### src/rtl/lfsr_bit_packer_pkg.sv
// Shared definitions for the LFSR bit packer slice.
//   FIFO_DEPTH : entries in the output word FIFO
//   RUN_W      : width of the identical-bit run counter (saturates at all-ones)
//   CNT_W      : width of the handed-off word counter
//   run_next() : next value of the run counter for one accepted bit
package lfsr_bit_packer_pkg;

    localparam int FIFO_DEPTH = 2;
    localparam int RUN_W      = 8;
    localparam int CNT_W      = 16;

    typedef logic [RUN_W-1:0] run_t;
    typedef logic [CNT_W-1:0] cnt_t;

    localparam run_t RUN_MAX = '1;

    // A differing bit starts a new run of length 1; an equal bit extends
    // the run, holding at RUN_MAX instead of wrapping back to a short run.
    function automatic run_t run_next(input run_t run, input logic same);
        if (!same)
            return run_t'(1);
        else if (run == RUN_MAX)
            return RUN_MAX;
        else
            return run + run_t'(1);
    endfunction

endpackage

### src/rtl/lfsr_bit_packer_fifo.sv
// Two-entry synchronous FIFO (module sync_fifo2).
//   clk, rst_n : clock, asynchronous active-low reset
//   push/wdata : write request and data; accepted when not full, or when
//                full and a pop frees a slot on the same edge
//   pop        : read request; ignored when empty
//   rdata      : head entry, driven from registers only
//   full/empty : occupancy flags derived from the registered count
module sync_fifo2
    import lfsr_bit_packer_pkg::*;
#(
    parameter int WIDTH = 8
) (
    input  logic             clk,
    input  logic             rst_n,
    input  logic             push,
    input  logic [WIDTH-1:0] wdata,
    input  logic             pop,
    output logic [WIDTH-1:0] rdata,
    output logic             full,
    output logic             empty
);

    logic [WIDTH-1:0] mem [FIFO_DEPTH];
    logic             wr_ptr;
    logic             rd_ptr;
    logic [1:0]       count;
    logic             do_push;
    logic             do_pop;

    assign full    = (count == 2'(FIFO_DEPTH));
    assign empty   = (count == 2'd0);
    assign do_pop  = pop && !empty;
    // When full, the write lands in the slot being read out on this edge.
    assign do_push = push && (!full || do_pop);
    assign rdata   = mem[rd_ptr];

    always_ff @(posedge clk or negedge rst_n) begin
        if (!rst_n) begin
            // NOTE: the two storage words are reset because the head word is
            // visible on out_data and must read as zero out of reset.
            for (int i = 0; i < FIFO_DEPTH; i++) mem[i] <= '0;
            wr_ptr <= 1'b0;
            rd_ptr <= 1'b0;
            count  <= 2'd0;
        end else begin
            // NOTE: non-blocking assignments so every register here samples
            // the pre-edge values, regardless of statement order.
            if (do_push) begin
                mem[wr_ptr] <= wdata;
                wr_ptr      <= ~wr_ptr;
            end
            if (do_pop)
                rd_ptr <= ~rd_ptr;
            if (do_push && !do_pop)
                count <= count + 2'd1;
            else if (do_pop && !do_push)
                count <= count - 2'd1;
        end
    end

endmodule

### src/rtl/lfsr_bit_packer.sv
// Packs a qualified serial bit stream MSB-first into W-bit words, hands them
// out through a 2-entry valid/ready FIFO, and flags long runs of identical
// bits (a locked-up LFSR).
//   clk, rst_n : clock, asynchronous active-low reset
//   in, in_en  : serial bit and its qualifier
//   out_data   : head word (first received bit in out_data[W-1])
//   out_valid  : FIFO non-empty
//   out_ready  : consumer accepts the head word on out_valid && out_ready
//   overflow   : sticky, a completed word was dropped on a full FIFO
//   stuck      : current run of identical accepted bits >= STUCK_LEN
//   word_cnt   : count of handed-off words, wrapping
module lfsr_bit_packer
    import lfsr_bit_packer_pkg::*;
#(
    parameter int W         = 8,
    parameter int STUCK_LEN = 8
) (
    input  logic             clk,
    input  logic             rst_n,
    input  logic             in,
    input  logic             in_en,
    output logic [W-1:0]     out_data,
    output logic             out_valid,
    input  logic             out_ready,
    output logic             overflow,
    output logic             stuck,
    output logic [CNT_W-1:0] word_cnt
);

    localparam int BC_W = $clog2(W);

    logic [W-2:0]  shift_q;   // the W-1 bits received so far of the current word
    logic [BC_W-1:0] bit_cnt;
    logic [W-1:0]  word;
    logic          word_done;
    logic          pop;
    logic          fifo_full;
    logic          fifo_empty;
    logic          prev_bit;
    run_t          run_q;
    run_t          run_nxt;

    assign word      = {shift_q, in};
    assign word_done = in_en && (bit_cnt == BC_W'(W - 1));
    assign out_valid = !fifo_empty;
    assign pop       = out_valid && out_ready;

    always_comb begin
        // NOTE: default first so every path assigns run_nxt and no latch forms.
        run_nxt = run_q;
        if (in_en)
            run_nxt = run_next(run_q, in == prev_bit);
    end

    sync_fifo2 #(
        .WIDTH (W)
    ) u_fifo (
        .clk   (clk),
        .rst_n (rst_n),
        .push  (word_done),
        .wdata (word),
        .pop   (pop),
        .rdata (out_data),
        .full  (fifo_full),
        .empty (fifo_empty)
    );

    always_ff @(posedge clk or negedge rst_n) begin
        if (!rst_n) begin
            shift_q  <= '0;
            bit_cnt  <= '0;
            prev_bit <= 1'b0;
            run_q    <= '0;
            stuck    <= 1'b0;
            overflow <= 1'b0;
            word_cnt <= '0;
        end else begin
            if (in_en) begin
                shift_q  <= word[W-2:0];
                bit_cnt  <= word_done ? '0 : bit_cnt + BC_W'(1);
                prev_bit <= in;
                run_q    <= run_nxt;
                stuck    <= (run_nxt >= run_t'(STUCK_LEN));
            end
            // A full FIFO only refuses the word when nothing leaves this edge.
            if (word_done && fifo_full && !pop)
                overflow <= 1'b1;
            if (pop)
                word_cnt <= word_cnt + cnt_t'(1);
        end
    end

endmodule

### config.mk
export PLATFORM = sky130hd
export DESIGN_NAME = lfsr_bit_packer
export DESIGN_NICKNAME = d
export VERILOG_FILES = /design/src/rtl/lfsr_bit_packer_pkg.sv /design/src/rtl/lfsr_bit_packer_fifo.sv /design/src/rtl/lfsr_bit_packer.sv
export SDC_FILE = /design/constraint.sdc
export NUM_CORES = 1
export LEC_CHECK = 0
export CORE_MARGIN = 5
export CORE_UTILIZATION = 55
export DETAILED_ROUTE_END_ITERATION = 10
export PLACE_DENSITY = 0.76
export SLEW_MARGIN = 20
export SYNTH_ARGS = -nofsm -noshare
export SYNTH_HDL_FRONTEND = slang
export SYNTH_SLANG_ARGS = --single-unit
export TNS_END_PERCENT = 10
### constraint.sdc
create_clock -name clk -period 1.87 [get_ports clk]
set_input_delay 0.2805 -clock clk [delete_from_list [all_inputs] [get_ports clk]]
set_output_delay 0.2805 -clock clk [all_outputs]
set_load 0.02 [all_outputs]
# ---- After elaboration in Yosys (flattened, before gate mapping)
# Cells that the tools add are included.
dict set report word_totals {
  inputBits 5
  regBits 57
  output_inout_bits 27
  word_cells 58
}
dict set report classes {
  mux 12
  n_addsub 5
  bitwise_logic 4
  magnitude_cmp 4
  reduce_logical 17
  eq_ne 4
}
# op n
set ops {}
lappend ops {{2-to-1 mux 8 bit} 7}
lappend ops {{adder 16 x 1 -> 16 bit, second input constant} 1}
lappend ops {{bitwise mux 16 bit} 1}
lappend ops {{logical AND 1 bit} 9}
lappend ops {{adder 8 x 1 -> 8 bit, second input constant} 1}
lappend ops {{demux 8 bit (select 1 bit)} 1}
lappend ops {{equality test 8 bit, second input constant} 1}
lappend ops {{>= comparator 8 x 4 -> 1 bit, second input constant} 1}
lappend ops {{logical NOT 1 bit} 5}
lappend ops {{>= comparator 2 bit, second input constant} 2}
lappend ops {{2-to-1 mux 2 bit} 2}
lappend ops {{NOT 1 -> 2 bit} 2}
lappend ops {{adder 3 x 1 -> 3 bit, second input constant} 1}
lappend ops {{equality test 3 bit, second input constant} 1}
lappend ops {{2-to-1 mux 3 bit} 1}
lappend ops {{adder 2 x 1 -> 2 bit, second input constant} 1}
lappend ops {{equality test 2 bit, second input constant} 1}
lappend ops {{logical NOT 2 bit} 1}
lappend ops {{less-than comparator 2 x 1 -> 1 bit, second input constant} 1}
lappend ops {{NOT 1 bit} 2}
lappend ops {{nonzero test 2 bit} 1}
lappend ops {{subtractor 2 x 1 -> 2 bit, second input constant} 1}
lappend ops {{equality test 1 bit} 1}
lappend ops {{logical OR 1 bit} 1}

# ---- Longest topological paths before layout
# Gate-level depths: netlist of run 1.
dict set report depth {
  word_depth 10
  ltp_mapped 8
  depth_no_buf 8
}

# ---- By module
# A second synthesis of run 1 with hierarchy kept.
dict set report unflattened {
  hier_cells 216
  area_unflattened_um2 2655.0
}
# mod area_each_um2 cells_each n_inst seq_area_each_um2
set modules_own_cells {}
lappend modules_own_cells {lfsr_bit_packer 1757.9 156 1 900.9}
lappend modules_own_cells {sync_fifo2 897.1 60 1 500.5}

# ---- Worst setup path after synthesis of run 1
# OpenSTA, ideal clock, no wires.
dict set report synth_path {
  path_kind {register to register}
  startpoint {reg bit_cnt[0]}
  endpoint {reg u_fifo.count[1]}
  t_required_ns 1.791
  synth_period_minus_slack_ns 1.601
  stages_incl_launch_ff 9
  setup_ns 0.079
  arrival_time_ns 1.522
  path_slack_ns 0.269
  cell_sequence {dfrtp_1 ha_1 ha_1 nand2_1 nor2_2 ha_1 xor2_1 nor2_1 xor2_1}
}
dict set report synth_between {
  elab_chain_cells 6
  elab_cells_between_ends 8
  classes_between {1 x eq/ne; 1 x mux; 6 x reduce/logical}
}
# item line_no
set synth_rtl {}
lappend synth_rtl {{from (decl)} lfsr_bit_packer.sv:33} ;# logic [BC_W-1:0] bit_cnt;
lappend synth_rtl {{from (signal assigned)} lfsr_bit_packer.sv:80} ;# bit_cnt <= word_done ? '0 : bit_cnt + BC_W'(1);
lappend synth_rtl {{equality test 3 bit *} lfsr_bit_packer.sv:44} ;# assign word_done = in_en && (bit_cnt == BC_W'(W - 1));
lappend synth_rtl {{logical AND 1 bit *} lfsr_bit_packer.sv:44}
lappend synth_rtl {{logical AND 1 bit *} lfsr_bit_packer_fifo.sv:34} ;# assign do_push = push && (!full || do_pop);
lappend synth_rtl {{via u_fifo.do_push} lfsr_bit_packer_fifo.sv:27} ;# logic do_push;
lappend synth_rtl {{logical NOT 1 bit} lfsr_bit_packer_fifo.sv:56} ;# else if (do_pop && !do_push)
lappend synth_rtl {{logical AND 1 bit} lfsr_bit_packer_fifo.sv:56}
lappend synth_rtl {{nonzero test 2 bit (no source line)} n/a}
lappend synth_rtl {{to (signal assigned)} lfsr_bit_packer_fifo.sv:55} ;# count <= count + 2'd1;
lappend synth_rtl {{to (signal assigned)} lfsr_bit_packer_fifo.sv:57} ;# count <= count - 2'd1;
lappend synth_rtl {{to (decl)} lfsr_bit_packer_fifo.sv:26} ;# logic [1:0] count;
# The timed path passes the listed nets; every way through them passes the cells marked *.
# A chain may end at the register's enable or synchronous reset.

# ---- Worst setup path in the final report of run 1
dict set report layout_path {
  startpoint {reg u_fifo.rd_ptr}
  endpoint {out out_data[1]}
}
dict set report layout_between {
  elab_chain_cells 4
}
# item line_no
set layout_rtl {}
lappend layout_rtl {{from (decl)} lfsr_bit_packer_fifo.sv:25} ;# logic rd_ptr;
lappend layout_rtl {{from (signal assigned)} lfsr_bit_packer_fifo.sv:53} ;# rd_ptr <= ~rd_ptr;
lappend layout_rtl {{NOT 1 -> 2 bit (not written as such)} lfsr_bit_packer_fifo.sv:35} ;# assign rdata = mem[rd_ptr];
lappend layout_rtl {{2-to-1 mux 8 bit (not written as such) (3 in a row)} lfsr_bit_packer_fifo.sv:35}
lappend layout_rtl {{to (decl)} lfsr_bit_packer.sv:22} ;# output logic [W-1:0] out_data,
# No other way between the ends. The select of a mux whose other input is x is not followed.

==> results.py, run 1 <==
metrics = {
    "setup_path": {
        "cp_slowest_cell": "dfrtp_2",
        "path_buf_inv": 2,
        "critical_path_class": "reg -> out",
        "endpoint_kind": "output pin",
        "crit_path_max_fanout": 5,
        "max_stage_delay_ns": 0.37,
        "cp_top_family": "buffers and inverters",
        "arrival_ns": 1.50,
        "start_kind": "flip-flop",
        "crit_path_cell_trace": "buf_4 > mux2_2 > dlygate4sd2_1",
        "required_ns": 1.59,
    },
    "hold_path": {
        "worstHoldPathType": "reg -> reg",
    },
    "floorplan": {
        "pin_count": 32,
        "start_util_pct": 56.53,
        "rows": 25,
        "core_area_um2": 4723,
        "die_h_um": 79.68,
        "die_width_um": 79.68,
        "die_area_um2": 6348,
    },
    "synth": {
        "syn_avg_cell_area_um2": 12.84,
        "yosysWarnings": 0,
        "synthCells": 208,
        "synth_nets": 218,
        "synthArstFlopShare_pct": 100.0,
        "ys.flop_type": "dfrtp_1",
        "yosys_register_bits": 56,
        "yosysUniqueCellTypes": 48,
        "yosysSeqAreaShare_pct": 52.48,
        "synthesis.area_um2": 2670,
        "synth_edf_count": 0,
    },
    "detailed_routing": {
        "drt-vias-per-instance": 5.349,
        "routedWlPerCell_um": 15.10,
        "vias": 1733,
        "drt_iter0_markers": 77,
        "ant_nets": 0,
        "dr.pass1.iters": 4,
        "wl_mm": 4.893,
        "drc": 0,
    },
    "cells_and_area": {
        "area_delta_synth_final_pct": 22.21,
        "num_antenna_cells": 0,
        "drive_gt1_share_pct": 27.63,
        "multi_input_area_um2": 1224,
        "utilization_pct": 69.09,
        "finish.net_count": 266,
        "regArea_um2": 1403,
        "final_area_um2": 3263,
        "nFillCells": 357,
    },
    "cts": {
        "clk_latency_ns": 0.31,
        "cts_max_level": 2,
        "root_buffer": "clkbuf_8",
        "cts_tree": "yes",
        "cts_buffers": 5,
        "cts.sinks": 56,
        "path_clk_slew_ns": 0.10,
        "cts.path.max_buffers": 2,
    },
    "timing": {
        "hold-worst-slack_ns": 0.4668,
        "finalCritPeriodShare_pct": 95.03,
        "finalSetupViolations": 0,
        "tns_ns": 0,
        "min_period_ns": 1.777,
        "maxSlewViolCount": 0,
        "hold_viol_final": 0,
        "slew_headroom_pct": 71.67,
        "fmax_ghz": 0.5627,
        "worst_pin_slew_ns": 0.4235,
        "finalClockSkew_ns": 0.01061,
        "setup_ws_ns": 0.09299,
        "rsz0062_at_grt": "no",
    },
    "grt": {
        "grt_pass1_vias": 1801,
        "grt.total_usage_pct": 17.33,
        "grt_overflow_total": 0,
        "grt_first_pass_wirelength_mm": 8.618,
        "grt_antenna_before_repair": 0,
        "grt_max_degree": 57,
    },
    "power": {
        "p_leak_nw": 1.517,
        "peakVddDrop_uv": 588.9,
        "power_density_nw_per_um2": 1230,
    },
    "placed_design": {
        "place_congestion": 0.8656,
        "placed_area_um2": 3153,
        "place_hpwl_mm": 3.445,
        "dpl_worst_slack_ns": -0.05553,
        "portBuffers": 31,
    },
    "status": {
        "status": "finished, final reports clean",
    },
    "flow_run": {
        "maxCapViolations": 0,
    },
}
[per-stage QoR]
step	std cells	power, mW
2_1_floorplan	208	2.761
3_3_place_gp	312	3.347
3_5_place_dp	312	3.397
4_1_cts	324	4.083
5_1_grt	324	4.285
6_report	324	4.015
[where the power goes]
group          internal, mW  leakage [nW]  switching (mW)
registers              1.55         0.707           0.306
clock network         0.276        0.0463           0.422
logic                 0.787         0.764           0.672
[cell usage in the layout, fill, tap and decap left out, drive strengths merged, types with 2 or more instances in the layout]
cell           instances
a31oi                  2
clkdlybuf4s50         21
nor2                  14
clkbuf                 8
a21o                   2
xnor2                 10
ha                     5
nand3                  5
nand4                  4
dfrtp                 56
o21ai                  3
buf                   13
a41oi                  2
a21oi                  4
a22o                   2
and3                   5
inv                    8
xor2                  12
mux2                  32
nor3                   5
o22a                   2
and4                   4
nand2                 13
dlygate4sd2            6
[worst paths after layout]
| path | startpoint | end | slack, ns | cells past startpoint |
|---|---|---|---|---|
| worst max-delay path | u_fifo.rd_ptr | out_data[1] | 0.09 | 3 |
| worst max register to register | run_q[1] | stuck | 0.13 | 5 |
| worst min-delay path | word_cnt[15] | word_cnt[15] | 0.47 | 1 |
| max in group asynchronous | rst_n | u_fifo.rd_ptr | 1.13 | 3 |
| min in group asynchronous | rst_n | u_fifo.mem[15] | 0.48 | 3 |
| worst min register to register | word_cnt[15] | word_cnt[15] | 0.47 | 1 |
[layer usage]
metal  wire [um]  track usage (%)  up-vias
met5           0                0        -
met4          52            5.670        0
met3         167            3.499        6
met2        2418            28.21       28
met1        2255            23.14      861
li1            -                -      838
[layout make-up]
| type | instances | share of cell area (%) |
|---|---|---|
| clock buffer | 5 | 2.109 |
| clock inverter | 3 | 0.8436 |
| inverter | 7 | 0.8052 |
| multi-input combinational | 141 | 37.50 |
| sequential | 56 | 42.98 |
| tap | 67 | 2.569 |
| timing repair buffer | 45 | 13.19 |
[cell families (layout without fill, tap and decap cells)]
family	count (synthesis)	count (layout)	share of synthesized area, %
muxes	32	32	14.62
AOI/OAI and AO/OA	27	27	7.592
DFF	56	56	52.48
and+or+nand+nor	55	55	14.06
buffers and inverters	11	60	1.687
adders and majority gates	5	5	2.343
xor gates and xnor gates	22	22	7.216
[timing repair]
action	CTS	global route
hold endpoints to repair	56	0
setup endpoints to repair	9	3
hold buffers	1	0
gates resized for setup	13	3
buffers inserted	3	0
[registers in the layout, summed over array words and instances, names as in the netlist, 2 cells and up]
| signal | cells |
|---|---|
| u_fifo.count | 2 |
| word_cnt | 16 |
| run_q | 8 |
| u_fifo.mem | 16 |
| shift_q | 7 |
| bit_cnt | 3 |
[cells in the mapped netlist (2+ instances only)]
cell type / instances / area (um^2)
and3_1: 4 / 25.02
nand3_1: 3 / 15.01
inv_1: 7 / 26.28
a21oi_1: 4 / 20.02
mux2_1: 8 / 90.09
mux2_2: 16 / 180.2
a21o_1: 2 / 15.01
ha_1: 5 / 62.56
a22o_1: 2 / 17.52
a31oi_1: 2 / 12.51
mux2_4: 8 / 120.1
o22a_1: 2 / 17.52
nand2_1: 12 / 45.04
clkbuf_1: 3 / 11.26
nand3_2: 2 / 20.02
o21ai_0: 3 / 15.01
dfrtp_1: 56 / 1401
nand4_4: 2 / 42.54
and4_2: 2 / 20.02
a41oi_1: 2 / 17.52
xor2_1: 12 / 105.1
nor3_2: 4 / 40.04
xnor2_1: 10 / 87.58
nor2_1: 13 / 48.80
Power figures use the tool's default switching activity.
==> inputs of run 2 (changes only) <==
--- a/config.mk
+++ b/config.mk
@@ -6,9 +6,10 @@
 export NUM_CORES = 1
 export LEC_CHECK = 0
 export CORE_MARGIN = 5
-export CORE_UTILIZATION = 55
+export CORE_UTILIZATION = 50
+export CTS_CLUSTER_DIAMETER = 200
 export DETAILED_ROUTE_END_ITERATION = 10
-export PLACE_DENSITY = 0.76
+export PLACE_DENSITY = 0.73
 export SLEW_MARGIN = 20
 export SYNTH_ARGS = -nofsm -noshare
 export SYNTH_HDL_FRONTEND = slang
==> constraint.sdc (replaced) <==
create_clock -name clk -period 1.6 [get_ports clk]
set_input_delay 0.24 -clock clk [delete_from_list [all_inputs] [get_ports clk]]
set_output_delay 0.24 -clock clk [all_outputs]
set_load 0.02 [all_outputs]
==> run 2 against run 1 <==
Compared with the run above:
- clock skew is 0.0054 ns lower
- combinational power is 33% higher
- power is 22% higher
- the run now ends with setup timing left
- cell area is 5.7% higher
- clock-buffer cell count is 1 higher
- utilization is 2.0 points lower
- largest cell class unchanged
- die area is 8.7% higher
- via count is 3.2% higher
- critical path type is now reg -> reg
- sequential share of layout area is 2.3 points lower
==> results.py, run 2 (synthesis results as in run 1) <==
metrics = {
    "status": {
        "status": "finished with violations",
        "violations": "setup timing",
    },
    "cells_and_area": {
        "finish.net_count": 284,
        "largestRegisters": "u_fifo.mem (16), word_cnt (16), run_q (8)",
        "drive_gt1_share_pct": 38.18,
        "final_common_cell": "dfrtp_1",
        "final_cell_mix": "dfrtp_1 (55), buf_4 (29), mux2_2 (16)",
        "num_antenna_cells": 0,
        "instances_no_fill": 345,
        "area_delta_synth_final_pct": 29.19,
    },
    "power": {
        "peakVddDrop_uv": 1031,
        "power_density_nw_per_um2": 1425,
        "finalPower_mw": 4.915,
        "p_leak_nw": 1.699,
    },
    "timing": {
        "slew_headroom_pct": 74.02,
        "worst_pin_slew_ns": 0.3884,
        "maxSlewViolCount": 0,
        "finalClockSkew_ns": 0.005180,
        "fmax_ghz": 0.6151,
        "hold_viol_final": 0,
        "setup_ws_ns": -0.02575,
        "hold-worst-slack_ns": 0.4362,
        "finalSetupViolations": 1,
        "rsz0062_at_grt": "yes",
        "finalCritPeriodShare_pct": 101.6,
        "min_period_ns": 1.626,
    },
    "setup_path": {
        "critical_path_class": "reg -> reg",
        "endpoint_kind": "flip-flop",
        "start_kind": "flip-flop",
        "rr_worst_depth": 8,
        "required_ns": 1.81,
        "crit_path_max_fanout": 3,
        "startpoint": "bit_cnt[1]",
        "reg2reg_to": "u_fifo.count[1]",
        "arrival_ns": 1.83,
        "r2r-start": "bit_cnt[1]",
        "regToRegSetupSlack_ns": -0.03,
    },
    "floorplan": {
        "core_area_um2": 5140,
        "die_h_um": 83.08,
        "pin_count": 32,
        "rows": 26,
        "die_width_um": 83.08,
        "start_util_pct": 51.95,
        "die_area_um2": 6901,
    },
    "grt": {
        "grt_overflow_total": 0,
        "grt.total_usage_pct": 16.05,
        "grt_first_pass_wirelength_mm": 8.970,
        "grt_pass1_vias": 1829,
        "grt_max_degree": 57,
        "grt_antenna_before_repair": 0,
    },
    "detailed_routing": {
        "vias": 1788,
        "wl_mm": 5.212,
        "drt-vias-per-instance": 5.183,
        "drt_iter0_markers": 85,
        "dr.pass1.iters": 4,
        "ant_nets": 0,
        "drc": 0,
        "routedWlPerCell_um": 15.11,
    },
    "placed_design": {
        "portBuffers": 31,
        "place_congestion": 0.8443,
        "post-place-cells": 332,
        "place_hpwl_mm": 3.496,
    },
    "cts": {
        "cts_tree": "yes",
        "clk_latency_ns": 0.31,
        "cts_max_level": 2,
        "cts.sinks": 56,
        "cts.path.max_buffers": 2,
        "cts_buffers": 5,
        "root_buffer": "clkbuf_8",
        "path_clk_slew_ns": 0.10,
    },
    "hold_path": {
        "worstHoldPathType": "in -> async",
    },
    "flow_run": {
        "maxCapViolations": 0,
    },
}
==> run 2: changes by cell type in the layout (fill, tap and decap cells not counted), sizes merged, moves of 3 or more <==
cell           previous run  this run
buf                      13        40
clkdlybuf4s50            21         8
dlygate4sd2               6        10
dlymetal6s2s              0         3
==> run 2: metal layers <==
| metal | share of wire (%) | GRT usage, % |
|---|---|---|
| met5 | 0 | 0 |
| met4 | 1.3 | 4.903 |
| met3 | 3.5 | 4.455 |
| met2 | 51 | 25.80 |
| met1 | 44 | 21.14 |
==> run 2: worst max-delay path by stage <==
| stage | to | slack [ns] |
|---|---|---|
| 2_1_floorplan | u_fifo.count[1] | 0.03 |
| 3_3_place_gp | u_fifo.count[1] | -0.16 |
| 3_5_place_dp | u_fifo.count[1] | -0.19 |
| 4_1_cts | u_fifo.count[1] | -0.08 |
| 5_1_grt | u_fifo.count[1] | -0.09 |
| 6_report | u_fifo.count[1] | -0.03 |
==> run 2: cell type report <==
type                    count  area, um^2
fillers                   414        1690
flip-flops and latches     56        1403
multi-input cells         141        1308
repair buffers             63       529.3
well taps                  70       87.58
clock buffers               6       82.58
inverters                   7       26.28
clock inverters             2       13.76
==> run 2: repair_timing <==
item	CTS	global route
pin swaps	0	5
buffers inserted	2	2
gates resized for setup	47	20
endpoints found under the hold margin	56	0
setup endpoints to repair	28	29
hold buffers	1	0
==> run 2: power breakdown <==
part	internal (mW)	total (mW)	switching, mW
clock network	0.355	0.824	0.469
logic	1.04	1.94	0.899
registers	1.81	2.15	0.338
==> run 2: per-stage QoR <==
stage,utilization (%),instance area (um^2),setup slack (ns),TNS (ns)
after global placement,63.71,3274,-0.1648,-4.284
after floorplan,-,2673,0.02856,0
after CTS,65.12,3347,-0.07969,-0.3381
after detailed placement,63.71,3274,-0.1949,-4.987
after global routing,67.11,3450,-0.09073,-0.6207
final,67.11,3450,-0.02575,-0.02575
==> run 2: critical path, stage by stage, from the launching register on <==
cell,delay [ns]
dfrtp_1,0.37
ha_2,0.20
ha_4,0.16
nand2_4,0.07
nor2_4,0.21
ha_4,0.17
xor2_2,0.15
nor2_2,0.05
xor2_1,0.14
==> variant: new RTL, settings of run 2 <==
Register the output `word_cnt` once more, cleared by the reset; this adds one clock of latency there. The other outputs are not delayed to match.
--- a/src/rtl/lfsr_bit_packer.sv
+++ b/src/rtl/lfsr_bit_packer.sv
@@ -29,4 +29,6 @@
 
     localparam int BC_W = $clog2(W);
+
+    logic [CNT_W-1:0] word_cnt_s0;
 
     logic [W-2:0]  shift_q;   // the W-1 bits received so far of the current word
@@ -74,5 +76,5 @@
             stuck    <= 1'b0;
             overflow <= 1'b0;
-            word_cnt <= '0;
+            word_cnt_s0 <= '0;
         end else begin
             if (in_en) begin
@@ -87,5 +89,13 @@
                 overflow <= 1'b1;
             if (pop)
-                word_cnt <= word_cnt + cnt_t'(1);
+                word_cnt_s0 <= word_cnt_s0 + cnt_t'(1);
+        end
+    end
+
+    always_ff @(posedge clk or negedge rst_n) begin
+        if (!rst_n) begin
+            word_cnt <= '0;
+        end else begin
+            word_cnt <= word_cnt_s0;
         end
     end
Behaviour: not the same (Yosys sat finds a counterexample within 10 cycles, from zero or initial values and one cycle with rst_n low).
==> variant against run 2 <==
Total power is 27% higher. First-iteration DRC count is 21% higher. Sequential cell count is 16 higher. Sequential share of layout area is 5.1 points higher. Cell area is 14% higher. Global-route usage is 1.0 points higher. Routed wire length is 9.7% higher. Final cell count is 9.0% higher. Worst setup slack better by 0.041 ns. Area after synthesis is 11% higher. Critical endpoint is now out_data[5].
==> variant: results (changes against run 2) <==
metric,value,unit,change
dpl ws,-0.241,ns,-0.0464 ns
CTS root buffer,clkbuf_8,,
Longest Clk Path Bufs,2,,unchanged
slowest CP cell,dfrtp_2,,
antenna fix cells,0,,unchanged
P_leak,1.82,nW,+7.3%
"CP delay by family, top",flip-flops,,
run status,"complete, no violations",,
worst path arrival time,1.34,ns,-0.49 ns
top post-synthesis cells by area,"dfrtp_1, mux2_2, xnor2_1",,
Iteration-0 DRC Markers,103,,+21%
worst vdd ir,1.24,mV,+20%
worst-skew pair later-pin latency,0.34,ns,+0.03 ns
"Net count, final",306,,+7.7%
routability cong.,0.834,,-1.2%
Vias,1945,,+8.8%
Slew Limit Headroom,70.7,%,-3.3 points
share of flip-flops with an asynchronous set or reset,100,%,unchanged
vias in the first global route,2115,,+16%
GRT overflow,0,,unchanged
Synth top cells by count,"dfrtp_1, mux2_2, xnor2_1, nand3_1, nor2_1",,
initial antenna violation count,0,,unchanged
DP HPWL,3930,um,+12%
layout cells sized above 1,39.9,%,+1.7 points
Max H-tree Level,3,,+1
Synthesis Warnings,0,,unchanged
switch share,31.9,%,-2.8 points
Hold WC Path Type,input port to asynchronous set/reset pin,,
biggest regs,"u_fifo.mem (16), word_cnt (16), word_cnt_s0 (16)",,
final hold violations,0,,unchanged
DR pass1 iterations,4,,unchanged
syn_nets,226,,+3.7%
highest net fanout along the worst path,5,,+2
clk_skew,0.00711,ns,+0.00193 ns
largest net degree at the start of global routing,38,,-33%
clk slew on worst S/H paths,0.08,ns,-0.02 ns
total CTS buffers,9,,+4
GRT Overall Usage,17.1,%,+1.0 points
post-synthesis sequential area ratio,60.8,%,+8.3 points
"Distinct cells, synth",38,,-21%
post-DR wirelength/cell,15.2,um,+0.70%
first-pass GRT wire length,9770,um,+8.9%
==> variant: kinds of logic after synthesis <==
| logic type | Yosys count | share of synthesized area, % |
|---|---|---|
| buffers and inverters | 7 | 1.01 |
| and+or+nand+nor | 50 | 10.2 |
| muxes | 34 | 12.9 |
| DFF | 72 | 60.8 |
| xor gates and xnor gates | 22 | 6.50 |
| adders and majority gates | 5 | 2.11 |
| AOI/OAI and AO/OA | 26 | 6.54 |
==> variant: repair_timing <==
action | CTS | global route
gates resized for setup | 40 | 17
hold buffers | 1 | 0
setup buffers | 3 | 2
pin swaps | 0 | 3
endpoints found under the hold margin | 15 | 0
endpoints found under the setup margin | 12 | 26
gates cloned | 0 | 0
==> variant: area by class of cell <==
| type | instances | area, um^2 |
|---|---|---|
| clock buffer | 10 | 138 |
| clock inverter | 6 | 65.1 |
| multi-input combinational | 137 | 1190 |
| fill | 431 | 1900 |
| inverter | 2 | 7.51 |
| tap | 75 | 93.8 |
| sequential | 72 | 1800 |
| timing repair buffer | 74 | 649 |
==> variant: per-layer routing <==
metal	GRT usage, %	vias to the layer above	routed length [um]
met1	21.3	968	2580
met2	27.2	32	2820
met5	0	-	0
li1	-	936	-
met4	7.79	0	76
met3	5.49	9	240
==> variant: path summary, 6_finish.rpt <==
check / startpoint / endpoint / slack, ns / depth (start not counted)
setup / recovery: u_fifo.rd_ptr$_DFFE_PN0P_ / out_data[5] / 0.02 / 3
hold reg to reg: word_cnt_s0[15]$_DFFE_PN0P_ / word_cnt[15]$_DFF_PN0_ / 0.42 / 0
min in group clk: word_cnt_s0[15]$_DFFE_PN0P_ / word_cnt[15]$_DFF_PN0_ / 0.42 / 0
setup reg to reg: u_fifo.count[1]$_DFFE_PN0P_ / u_fifo.mem[12]$_DFFE_PN0P_ / 0.05 / 5
max in group asynchronous: rst_n / u_fifo.rd_ptr$_DFFE_PN0P_ / 0.69 / 3
hold / removal: rst_n / run_q[7]$_DFFE_PN0P_ / 0.36 / 2
==> variant: per-stage QoR <==
step / cells / hold slack [ns] / cell area [um^2]
6_report: 376 / 0.364 / 3950
2_1_floorplan: 216 / -0.0556 / 2970
3_5_place_dp: 354 / 0.215 / 3660
4_1_cts: 374 / 0.368 / 3860
3_3_place_gp: 354 / 0.209 / 3660
5_1_grt: 376 / 0.393 / 3950
==> variant: power groups by stage <==
stage / sequential (mW) / clock [mW] / combinational, mW
floorplan: 2.73 / 0 / 1.03
global placement: 2.72 / 0 / 1.88
detailed placement: 2.74 / 0 / 1.94
CTS: 2.66 / 1.50 / 1.96
global route: 2.75 / 1.58 / 2.26
finish: 2.67 / 1.46 / 2.09
